<file path="src/rtl/keypad_ctrl.sv">
`default_nettype none
// +----------------------------------------------------------------------------+
// | keypad_ctrl: debounced 4x4 keypad sequencing with two-digit display mux     |
// | Rev 1.0                                                                    |
// +----------------------------------------------------------------------------+
module keypad_ctrl #(
  parameter int DEBOUNCE_CYCLES = 60000,
  parameter int MUX_CYCLES      = 12000
) (
  input  logic       clk,
  input  logic       reset,
  input  logic       key_pressed,
  input  logic [3:0] key_value,
  output logic       scan_hold,
  output logic       new_key,
  output logic [3:0] digit_left,
  output logic [3:0] digit_right,
  output logic [3:0] seg_digit,
  output logic       an_left_n,
  output logic       an_right_n
);

  localparam int DB_W  = (DEBOUNCE_CYCLES > 1) ? $clog2(DEBOUNCE_CYCLES) : 1;
  localparam int MUX_W = (MUX_CYCLES > 1) ? $clog2(MUX_CYCLES) : 1;
  localparam logic [DB_W-1:0]  c_db_last  = DB_W'(DEBOUNCE_CYCLES - 1);
  localparam logic [MUX_W-1:0] c_mux_last = MUX_W'(MUX_CYCLES - 1);

  typedef enum logic [1:0] {
    IDLE     = 2'd0,
    PRESS_DB = 2'd1,
    HELD     = 2'd2,
    REL_DB   = 2'd3
  } state_t;

  state_t           state_q, state_d;
  logic [DB_W-1:0]  db_cnt_q, db_cnt_d;
  logic [3:0]       cand_q, cand_d;
  logic             new_key_q, new_key_d;
  logic [3:0]       digit_left_q, digit_left_d;
  logic [3:0]       digit_right_q, digit_right_d;
  logic [MUX_W-1:0] mux_cnt_q, mux_cnt_d;
  logic             sel_q, sel_d;  // 0 = left digit driven

  always_comb begin
    state_d       = state_q;
    db_cnt_d      = db_cnt_q;
    cand_d        = cand_q;
    new_key_d     = 1'b0;
    digit_left_d  = digit_left_q;
    digit_right_d = digit_right_q;

    case (state_q)
      IDLE: begin
        if (key_pressed) begin
          state_d  = PRESS_DB;
          db_cnt_d = '0;
          cand_d   = key_value;
        end
      end
      PRESS_DB: begin
        if (!key_pressed || (key_value != cand_q)) begin
          state_d  = IDLE;
          db_cnt_d = '0;
        end else if (db_cnt_q == c_db_last) begin
          state_d       = HELD;
          db_cnt_d      = '0;
          new_key_d     = 1'b1;
          digit_left_d  = digit_right_q;
          digit_right_d = cand_q;
        end else begin
          db_cnt_d = db_cnt_q + DB_W'(1);
        end
      end
      HELD: begin
        if (!key_pressed) begin
          state_d  = REL_DB;
          db_cnt_d = '0;
        end
      end
      REL_DB: begin
        // A re-press during release is contact bounce, not a new key.
        if (key_pressed) begin
          state_d  = HELD;
          db_cnt_d = '0;
        end else if (db_cnt_q == c_db_last) begin
          state_d  = IDLE;
          db_cnt_d = '0;
        end else begin
          db_cnt_d = db_cnt_q + DB_W'(1);
        end
      end
      default: begin
        state_d  = IDLE;
        db_cnt_d = '0;
      end
    endcase
  end

  always_comb begin
    mux_cnt_d = mux_cnt_q + MUX_W'(1);
    sel_d     = sel_q;
    if (mux_cnt_q == c_mux_last) begin
      mux_cnt_d = '0;
      sel_d     = ~sel_q;
    end
  end

  always_ff @(posedge clk) begin
    if (reset) begin
      state_q       <= IDLE;
      db_cnt_q      <= '0;
      cand_q        <= '0;
      new_key_q     <= 1'b0;
      digit_left_q  <= '0;
      digit_right_q <= '0;
      mux_cnt_q     <= '0;
      sel_q         <= 1'b0;
    end else begin
      state_q       <= state_d;
      db_cnt_q      <= db_cnt_d;
      cand_q        <= cand_d;
      new_key_q     <= new_key_d;
      digit_left_q  <= digit_left_d;
      digit_right_q <= digit_right_d;
      mux_cnt_q     <= mux_cnt_d;
      sel_q         <= sel_d;
    end
  end

  assign scan_hold   = (state_q != IDLE);
  assign new_key     = new_key_q;
  assign digit_left  = digit_left_q;
  assign digit_right = digit_right_q;
  assign seg_digit   = sel_q ? digit_right_q : digit_left_q;
  assign an_left_n   = sel_q;
  assign an_right_n  = ~sel_q;

endmodule
`default_nettype wire

</file>
<file path="config.mk">
export PLATFORM = sky130hd
export DESIGN_NAME = keypad_ctrl
export DESIGN_NICKNAME = d
export VERILOG_FILES = /design/src/rtl/keypad_ctrl.sv
export SDC_FILE = /design/constraint.sdc
export NUM_CORES = 1
export LEC_CHECK = 0
export ABC_CLOCK_PERIOD_IN_PS = 4000
export BUFFER_PORTS_ARGS = -buffer_cell sky130_fd_sc_hd__buf_4
export CORE_ASPECT_RATIO = 0.8
export CORE_MARGIN = 1.5
export CORE_UTILIZATION = 45
export DETAILED_ROUTE_END_ITERATION = 8
export HOLD_SLACK_MARGIN = 0.03
export PLACE_DENSITY = 0.73
export SLEW_MARGIN = 15
export SYNTH_ARGS = -nofsm -noshare
export SYNTH_HDL_FRONTEND = slang
export SYNTH_SLANG_ARGS = --single-unit
</file>
<file path="constraint.sdc">
create_clock -name clk -period 4 [get_ports clk]
set_input_delay 0.4 -clock clk [delete_from_list [all_inputs] [get_ports clk]]
set_output_delay 0.4 -clock clk [all_outputs]
set_load 0.005 [all_outputs]
</file>
==> reports/qor.csv, run 1 <==
stage,metric,value,unit
cts,"Clk pin slew, worst setup/hold paths",0.09,ns
final_layout,Register Area,920.9,um^2
run,Max Cap Violations,0,
critical_path,CP required,4.16,ns
floorplan,Core Box Area,4979,um^2
critical_path,capturing element type of the critical path,flip-flop,
floorplan,Ports,23,
timing,final setup violation count,0,
cts,Sink Count,46,
grt,GR Util All Layers,15.82,%
timing,final setup skew,0.01017,ns
cts,post-CTS setup buffer count,0,
power_and_ir_drop,Cell Int Power,603.6,uW
cts,CTS tree,yes,
cts,"Hold-fix buffers, CTS",0,
placed_design,gpl congestion,0.8078,
cts,H-tree lvl count,2,
timing,pins over their slew limit,0,
power_and_ir_drop,Combinational Power Share,5.1,%
timing,Fin. Hold Viols,0,
floorplan,width of the die,83.04,um
final_layout,final instance area,2536,um^2
routing,DRT iter0 DRCs,75,
timing,measured slew at the worst slew-check pin,0.8476,ns
routing,routed length on met1,2211,um
routing,DRC violation count after routing,0,
routing,drt pass-1 iters,5,
power_and_ir_drop,leakage,0.9688,nW
final_layout,most frequent cells in the layout,"46 x dfxtp_1, 32 x nor2_1, 28 x nand2_1",
cts,TritonCTS buffer count,5,
critical_path,kind of critical path,reg2reg,
floorplan,Die ar.,5565,um^2
logic_synthesis,"EDFF count, synth",0,
cts,worst skew pair latency,0.31,ns
grt,grt ovf,0,
routing,DR WL met3,146,um
routing,met2 WL,1754,um
cts,clk root buf,clkbuf_8,
final_layout,"most common cell after layout, fill and taps aside",dfxtp_1,
power_and_ir_drop,Sequential Power Share,59.0,%
logic_synthesis,Syn Inst Count,260,
final_layout,antenna fix cells,0,
floorplan,die extent in y,67.03,um
grt,vias in the first global route,1470,
outcome,run status,finished clean,
final_layout,fin util,50.94,%
power_and_ir_drop,switching fraction of total power,24.10,%
logic_synthesis,Syn Nets,269,
power_and_ir_drop,maximum VDD drop,0.0001482,V
floorplan,Initial Util,46.32,%
routing,antenna violation net count after detailed routing,0,
floorplan,row count,23,
logic_synthesis,fraction of registers with async set/reset,0,%
placed_design,PortBufs,22,
logic_synthesis,Yosys warnings,0,
power_and_ir_drop,"Power, Total",795.2,uW
routing,Routed Wire Length,4174,um
placed_design,Area after DPL,2446,um^2
critical_path,CP Launch Type,flip-flop,
final_layout,# fillers,480,
logic_synthesis,Synth Flop Type,dfxtp_1,
placed_design,dpl hpwl,2989,um
critical_path,maximum fanout along the worst path,14,
routing,routed len/inst,12.31,um
power_and_ir_drop,Net Sw Power,191.7,uW
timing,Min Hold Slack,0.3388,ns
timing,TNS Setup,0,ns
final_layout,Total Nets Final,285,
hold_path,Worst Hold Class,in2reg,
critical_path,Worst EP arrival,2.27,ns
logic_synthesis,synth unique cells,52,
final_layout,layout cells sized above 1,18.05,%
routing,vias per cell,5.162,
power_and_ir_drop,PwrDens,313.6,nW/um^2
grt,largest net degree at the start of global routing,22,
grt,first-pass GRT wire length,6858,um
power_and_ir_drop,clock power share,35.9,%
routing,Top Metal Used,met4,
final_layout,multi-input logic area,1249,um^2
logic_synthesis,"Avg Cell Area, Syn",8.869,um^2
logic_synthesis,#FFs+latches synth,46,
grt,initial antenna violation count,0,
timing,fin crit period,2.107,ns
timing,fin crit share,52.66,%
cts,post-CTS sizing,0,
timing,RSZ-0062 raised after global routing,no,
cts,CTS Buffer Depth,2,
routing,Vias,1750,
logic_synthesis,"Seq/Total Area, Yosys",39.93,%
timing,Highest Clock Rate,474.7,MHz
final_layout,synth-to-layout area growth,9.984,%
logic_synthesis,synthesized cell area,2306,um^2
timing,Slew headroom,43.50,%
[stage by stage]
| stage | cells | setup slack [ns] |
|---|---|---|
| 2_1_floorplan | 260 | 2.355 |
| 3_3_place_gp | 331 | 1.886 |
| 3_5_place_dp | 331 | 1.850 |
| 4_1_cts | 339 | 1.833 |
| 5_1_grt | 339 | 1.628 |
| 6_report | 339 | 1.893 |
[power by group through the flow]
stage	clock network [mW]	registers (mW)	logic (mW)
detailed placement	0	0.480	0.0405
global placement	0	0.480	0.0405
floorplan	0	0.479	0.0312
finish	0.286	0.469	0.0402
CTS	0.295	0.469	0.0407
global route	0.314	0.471	0.0454
[final cells by class]
type                            count  share of cell area [%]
Multi-Input combinational cell    193                   49.24
Sequential cell                    46                   36.31
Timing Repair Buffer               23                   6.808
Tap cell                           62                   3.059
Clock buffer                        5                   2.713
Inverter                            7                   1.036
Clock inverter                      3                  0.8387
[synthesized netlist by cell type (3+ instances only)]
master,number,area (um^2)
inv_1,7,26.28
o21ai_1,9,45.04
a21oi_1,3,15.01
nand3_1,18,90.09
xor2_1,17,148.9
nand4_1,4,25.02
and4_1,3,26.28
buf_6,3,33.78
clkbuf_1,3,11.26
dfxtp_1,46,920.9
nor2_1,32,120.1
mux2i_1,14,140.1
a31oi_1,4,25.02
nor2b_1,3,18.77
nor2_2,4,25.02
xnor2_1,8,70.07
nand2b_1,3,18.77
and3_1,5,31.28
nand2_1,28,105.1
buf_4,4,30.03
mux2_2,4,45.04
[flip-flops by register name, indices dropped and copies added (netlist names)]
name and count:
an_left_n 1, new_key 1, db_cnt_q 16, digit_left 4, cand_q 4, mux_cnt_q 14
digit_right 4, state_q 2
[worst max-delay path: stages, from the launching register on]
cell and delay [ns]:
dfxtp_1 0.42, ha_1 0.28, nand2_1 0.09, nor4_2 0.37
or2_0 0.71, nor2_1 0.10
[path summary, 6_finish.rpt]
| check | startpoint | endpoint | slack, ns | cells after the start |
|---|---|---|---|---|
| max | mux_cnt_q[0] | mux_cnt_q[2] | 1.89 | 5 |
| min | key_value[1] | cand_q[1] | 0.34 | 3 |
| max reg2reg | mux_cnt_q[0] | mux_cnt_q[2] | 1.89 | 5 |
| min reg2reg | mux_cnt_q[0] | mux_cnt_q[0] | 0.50 | 1 |
[routing by layer]
metal	up-vias	GRT usage (%)
met3	4	6.320
li1	923	-
met5	-	0
met4	0	6.250
met1	799	21.46
met2	24	22.26
[kinds of logic (layout without fill, tap and decap cells)]
group | Yosys count | in the layout | synth area share, %
buf+inv | 21 | 38 | 5.914
fa+ha+maj | 2 | 2 | 1.085
xor+xnor | 25 | 25 | 9.495
mux | 18 | 18 | 8.030
flops | 46 | 46 | 39.93
simple gates | 124 | 124 | 28.81
compound gates | 24 | 24 | 6.728
No activity file was read; power rests on OpenSTA's default activity.
==> run 2, diff against run 1 <==
ABC_CLOCK_PERIOD_IN_PS = 1800   (was 4000)
PLACE_DENSITY = 0.76   (was 0.73)
clock period = 1.8 ns   (was 4 ns; I/O delays follow)
==> reports/qor.csv, run 2 (synthesis gave the netlist of run 1 again) <==
stage,metric,value,unit
final_layout,layout cells sized above 1,23.05,%
placed_design,dpl hpwl,3258,um
routing,DRT iter0 DRCs,107,
cts,Sink Count,46,
final_layout,# fillers,432,
placed_design,gpl congestion,0.8864,
routing,vias per cell,5.266,
cts,TritonCTS buffer count,5,
routing,routed len/inst,12.54,um
timing,worst setup margin,0.1023,ns
final_layout,Total Nets Final,303,
routing,drt pass-1 iters,4,
critical_path,CP required,2.01,ns
grt,initial antenna violation count,0,
power_and_ir_drop,PwrDens,663.4,nW/um^2
final_layout,top flop regs,"db_cnt_q (16), mux_cnt_q (14)",
final_layout,Register Area,920.9,um^2
critical_path,critical path startpoint,db_cnt_q[1],
hold_path,Worst Hold Class,in2reg,
critical_path,FF-to-FF Start,db_cnt_q[1],
grt,first-pass GRT wire length,7403,um
grt,largest net degree at the start of global routing,22,
grt,"Most Used Layer, Global Route",met2,
timing,final setup skew,0.009728,ns
cts,"Clk pin slew, worst setup/hold paths",0.09,ns
floorplan,Initial Util,46.32,%
critical_path,Crit-path slowest cell,dfxtp_1,
critical_path,capturing element type of the critical path,flip-flop,
critical_path,CP Launch Type,flip-flop,
outcome,run status,finished clean,
grt,Global Route met3 Usage,3.594,%
grt,grt ovf,0,
timing,Highest Clock Rate,589.0,MHz
final_layout,multi-input logic area,1261,um^2
routing,Vias,1880,
grt,M1 GR Usage,22.63,%
grt,GR Util All Layers,16.59,%
floorplan,width of the die,83.04,um
timing,RSZ-0062 raised after global routing,no,
placed_design,PortBufs,22,
routing,antenna violation net count after detailed routing,0,
placed_design,Area after DPL,2581,um^2
floorplan,row count,23,
floorplan,Ports,23,
timing,measured slew at the worst slew-check pin,0.3754,ns
timing,Slew headroom,74.78,%
final_layout,antenna fix cells,0,
final_layout,fin util,53.91,%
cts,post-CTS setup buffer count,0,
final_layout,final instance area,2684,um^2
routing,DRC violation count after routing,0,
critical_path,Worst EP arrival,1.91,ns
timing,final setup violation count,0,
hold_path,min-delay src,key_value[3],
timing,Min Hold Slack,0.1283,ns
final_layout,most frequent cells in the layout,"46 x dfxtp_1, 41 x buf_4, 32 x nor2_1",
timing,pins over their slew limit,0,
timing,fin crit share,94.32,%
power_and_ir_drop,"Power, Total",1.780,mW
cts,CTS Buffer Depth,2,
routing,Routed Wire Length,4478,um
power_and_ir_drop,maximum VDD drop,0.0004524,V
cts,worst skew pair latency,0.30,ns
floorplan,Core Box Area,4979,um^2
cts,H-tree lvl count,2,
placed_design,pre-CTS WS,0.07171,ns
cts,clk root buf,clkbuf_8,
timing,fin crit period,1.698,ns
critical_path,kind of critical path,reg2reg,
final_layout,synth-to-layout area growth,16.39,%
final_layout,max FFs per register,16,
floorplan,die extent in y,67.03,um
critical_path,maximum fanout along the worst path,11,
run,Max Cap Violations,0,
critical_path,critical path's largest stage delay,0.35,ns
grt,met2 Track Usage GR,26.42,%
timing,TNS Setup,0,ns
timing,Fin. Hold Viols,0,
critical_path,crit-path cells,ha_1 > and3_1 > and4_1 > nor2_4 > nand2_4 > o311ai_2,
final_layout,"most common cell after layout, fill and taps aside",dfxtp_1,
cts,CTS tree,yes,
placed_design,placed instance count,349,
final_layout,Largest Register,db_cnt_q,
cts,"Hold-fix buffers, CTS",0,
grt,vias in the first global route,1606,
final_layout,fin cells,357,
power_and_ir_drop,leakage,1.074,nW
floorplan,Die ar.,5565,um^2
cts,post-CTS sizing,0,
==> run 2: cell count changes in the layout (fill, tap and decap cells not counted), sizes merged <==
cell and delta:
buf +18
==> run 2: worst paths after layout <==
kind | to | cells past startpoint | slack, ns
max reg2reg | db_cnt_q[5] | 6 | 0.10
min | cand_q[3] | 3 | 0.13
max | db_cnt_q[5] | 6 | 0.10
min reg2reg | db_cnt_q[3] | 2 | 0.52
==> run 2: report_power, final <==
part / switching (mW) / internal (mW)
sequential: 0.0128 / 1.03
clock: 0.368 / 0.273
combinational: 0.0541 / 0.0426
total: 0.435 / 1.35
==> run 2: critical path, delay by kind of cell, from the launching register on <==
| family | cells | cell delay [ns] |
|---|---|---|
| fa+ha+maj | 1 | 0.19 |
| simple gates | 4 | 0.81 |
| compound gates | 1 | 0.26 |
| flops | 1 | 0.35 |
==> run 2: routing by layer <==
layer | wire length (um) | share of wire [%] | vias up
met5 | 0 | 0 | -
met3 | 201 | 4.5 | 4
met4 | 41 | 0.92 | 0
met2 | 1992 | 44 | 37
li1 | - | - | 960
met1 | 2243 | 50 | 879
==> run 2: layout make-up <==
class / instances / area share, %
multi-input combinational: 193 / 46.99
sequential: 46 / 34.31
timing repair buffer: 41 / 11.47
tap: 62 / 2.890
clock buffer: 5 / 2.564
inverter: 7 / 0.9790
clock inverter: 3 / 0.7925
==> run 3, diff against run 2 <==
ABC_AREA = 0   (was default)
RECOVER_POWER = 100   (was default)
==> reports/qor.csv, run 3 (synthesis gave the netlist of run 1 again) <==
stage,metric,value,unit
outcome,run status,finished clean,
critical_path,Worst EP arrival,1.90,ns
cts,H-tree lvl count,2,
critical_path,crit-path cells,ha_1 > and3_1 > and4_1 > nor2_4 > nand2_4 > o311ai_2,
final_layout,top flop regs,"db_cnt_q (16), mux_cnt_q (14)",
timing,RSZ-0062 raised after global routing,no,
final_layout,Largest Register,db_cnt_q,
placed_design,dpl hpwl,3258,um
critical_path,CP required,2.01,ns
final_layout,layout cells sized above 1,21.69,%
power_and_ir_drop,PwrDens,664.5,nW/um^2
final_layout,Total Nets Final,303,
grt,largest net degree at the start of global routing,22,
cts,worst skew pair latency,0.30,ns
power_and_ir_drop,Combinational Power Share,5.4,%
placed_design,gpl congestion,0.8864,
critical_path,maximum fanout along the worst path,11,
timing,fin crit period,1.689,ns
cts,TritonCTS buffer count,5,
timing,final setup violation count,0,
grt,vias in the first global route,1606,
final_layout,max FFs per register,16,
cts,"Clk pin slew, worst setup/hold paths",0.09,ns
routing,vias per cell,5.196,
routing,drt pass-1 iters,4,
final_layout,final instance area,2673,um^2
timing,TNS Setup,0,ns
timing,fin crit share,93.81,%
power_and_ir_drop,Sequential Power Share,58.7,%
routing,routed len/inst,12.63,um
routing,Routed Wire Length,4509,um
routing,DRT iter0 DRCs,104,
grt,first-pass GRT wire length,7403,um
timing,Slew headroom,75.86,%
timing,measured slew at the worst slew-check pin,0.3593,ns
floorplan,width of the die,83.04,um
placed_design,pre-CTS WS,0.07171,ns
placed_design,Area after DPL,2581,um^2
grt,grt ovf,0,
routing,DRC violation count after routing,0,
final_layout,Register Area,920.9,um^2
final_layout,most frequent cells in the layout,"46 x dfxtp_1, 34 x nor2_1, 28 x nand2_1",
power_and_ir_drop,"Power, Total",1.776,mW
power_and_ir_drop,leakage,1.067,nW
placed_design,placed instance count,349,
cts,clk root buf,clkbuf_8,
cts,Sink Count,46,
cts,"Hold-fix buffers, CTS",0,
timing,final setup skew,0.008239,ns
floorplan,die extent in y,67.03,um
critical_path,capturing element type of the critical path,flip-flop,
floorplan,Ports,23,
final_layout,"most common cell after layout, fill and taps aside",dfxtp_1,
floorplan,Core Box Area,4979,um^2
floorplan,Initial Util,46.32,%
final_layout,synth-to-layout area growth,15.90,%
power_and_ir_drop,Net Sw Power,430.5,uW
power_and_ir_drop,clock power share,35.9,%
routing,Vias,1855,
final_layout,# fillers,435,
floorplan,row count,23,
power_and_ir_drop,maximum VDD drop,0.0004517,V
timing,worst setup margin,0.1115,ns
floorplan,Die ar.,5565,um^2
final_layout,multi-input logic area,1256,um^2
critical_path,kind of critical path,reg2reg,
final_layout,fin cells,357,
grt,GR Util All Layers,16.59,%
critical_path,Crit-path slowest cell,dfxtp_1,
critical_path,critical path's largest stage delay,0.35,ns
cts,CTS tree,yes,
routing,antenna violation net count after detailed routing,0,
final_layout,antenna fix cells,0,
run,Max Cap Violations,0,
cts,CTS Buffer Depth,2,
timing,Highest Clock Rate,592.2,MHz
power_and_ir_drop,switching fraction of total power,24.24,%
hold_path,Worst Hold Class,in2reg,
grt,initial antenna violation count,0,
power_and_ir_drop,Cell Int Power,1.345,mW
timing,Fin. Hold Viols,0,
critical_path,CP Launch Type,flip-flop,
timing,pins over their slew limit,0,
placed_design,PortBufs,22,
## run 3: through the flow
stage          utilization (%)  hold WS (ns)
2_1_floorplan                -        0.3239
3_3_place_gp             51.85        0.4320
3_5_place_dp             51.85        0.4376
4_1_cts                  53.66        0.1262
5_1_grt                  53.68        0.1535
6_report                 53.68        0.1298
## run 3: power groups by stage
stage	logic, mW	clock network, mW	registers [mW]
4_1_cts	0.0962	0.656	1.04
3_3_place_gp	0.0944	0	1.07
6_report	0.0961	0.637	1.04
2_1_floorplan	0.0693	0	1.06
5_1_grt	0.108	0.699	1.04
3_5_place_dp	0.0955	0	1.07
## run 3: cell type report
class / instances / area share, %
clock buffer: 5 / 2.575
sequential: 46 / 34.46
tap: 62 / 2.903
inverter: 7 / 0.9831
clock inverter: 3 / 0.7959
timing repair buffer: 41 / 11.28
multi-input combinational: 193 / 47.00
## run 3: worst max-delay path, delay by kind of cell (launching register included)
kind	cells	cell delay, ns
flops	1	0.35
compound gates	1	0.26
simple gates	4	0.80
fa+ha+maj	1	0.19
## run 3: what timing repair did
item	4_1_cts	5_1_grt
endpoints found under the setup margin	0	9
buffers inserted	0	0
hold endpoints to repair	0	0
resized for setup	0	2
## run 3: routing by layer
| layer | global-route usage, % | share of wire, % | routed length [um] |
|---|---|---|---|
| met2 | 26.42 | 45 | 2034 |
| met5 | 0 | 0 | 0 |
| met4 | 5.000 | 0.89 | 40 |
| met1 | 22.63 | 51 | 2284 |
| met3 | 3.594 | 3.3 | 150 |
## run 3: path summary, 6_finish.rpt
kind,start,endpoint,slack [ns],cells after the start
setup / recovery,db_cnt_q[1],db_cnt_q[5],0.11,6
hold / removal,key_value[3],cand_q[3],0.13,3
setup reg to reg,db_cnt_q[1],db_cnt_q[5],0.11,6
hold reg to reg,mux_cnt_q[13],mux_cnt_q[13],0.52,2
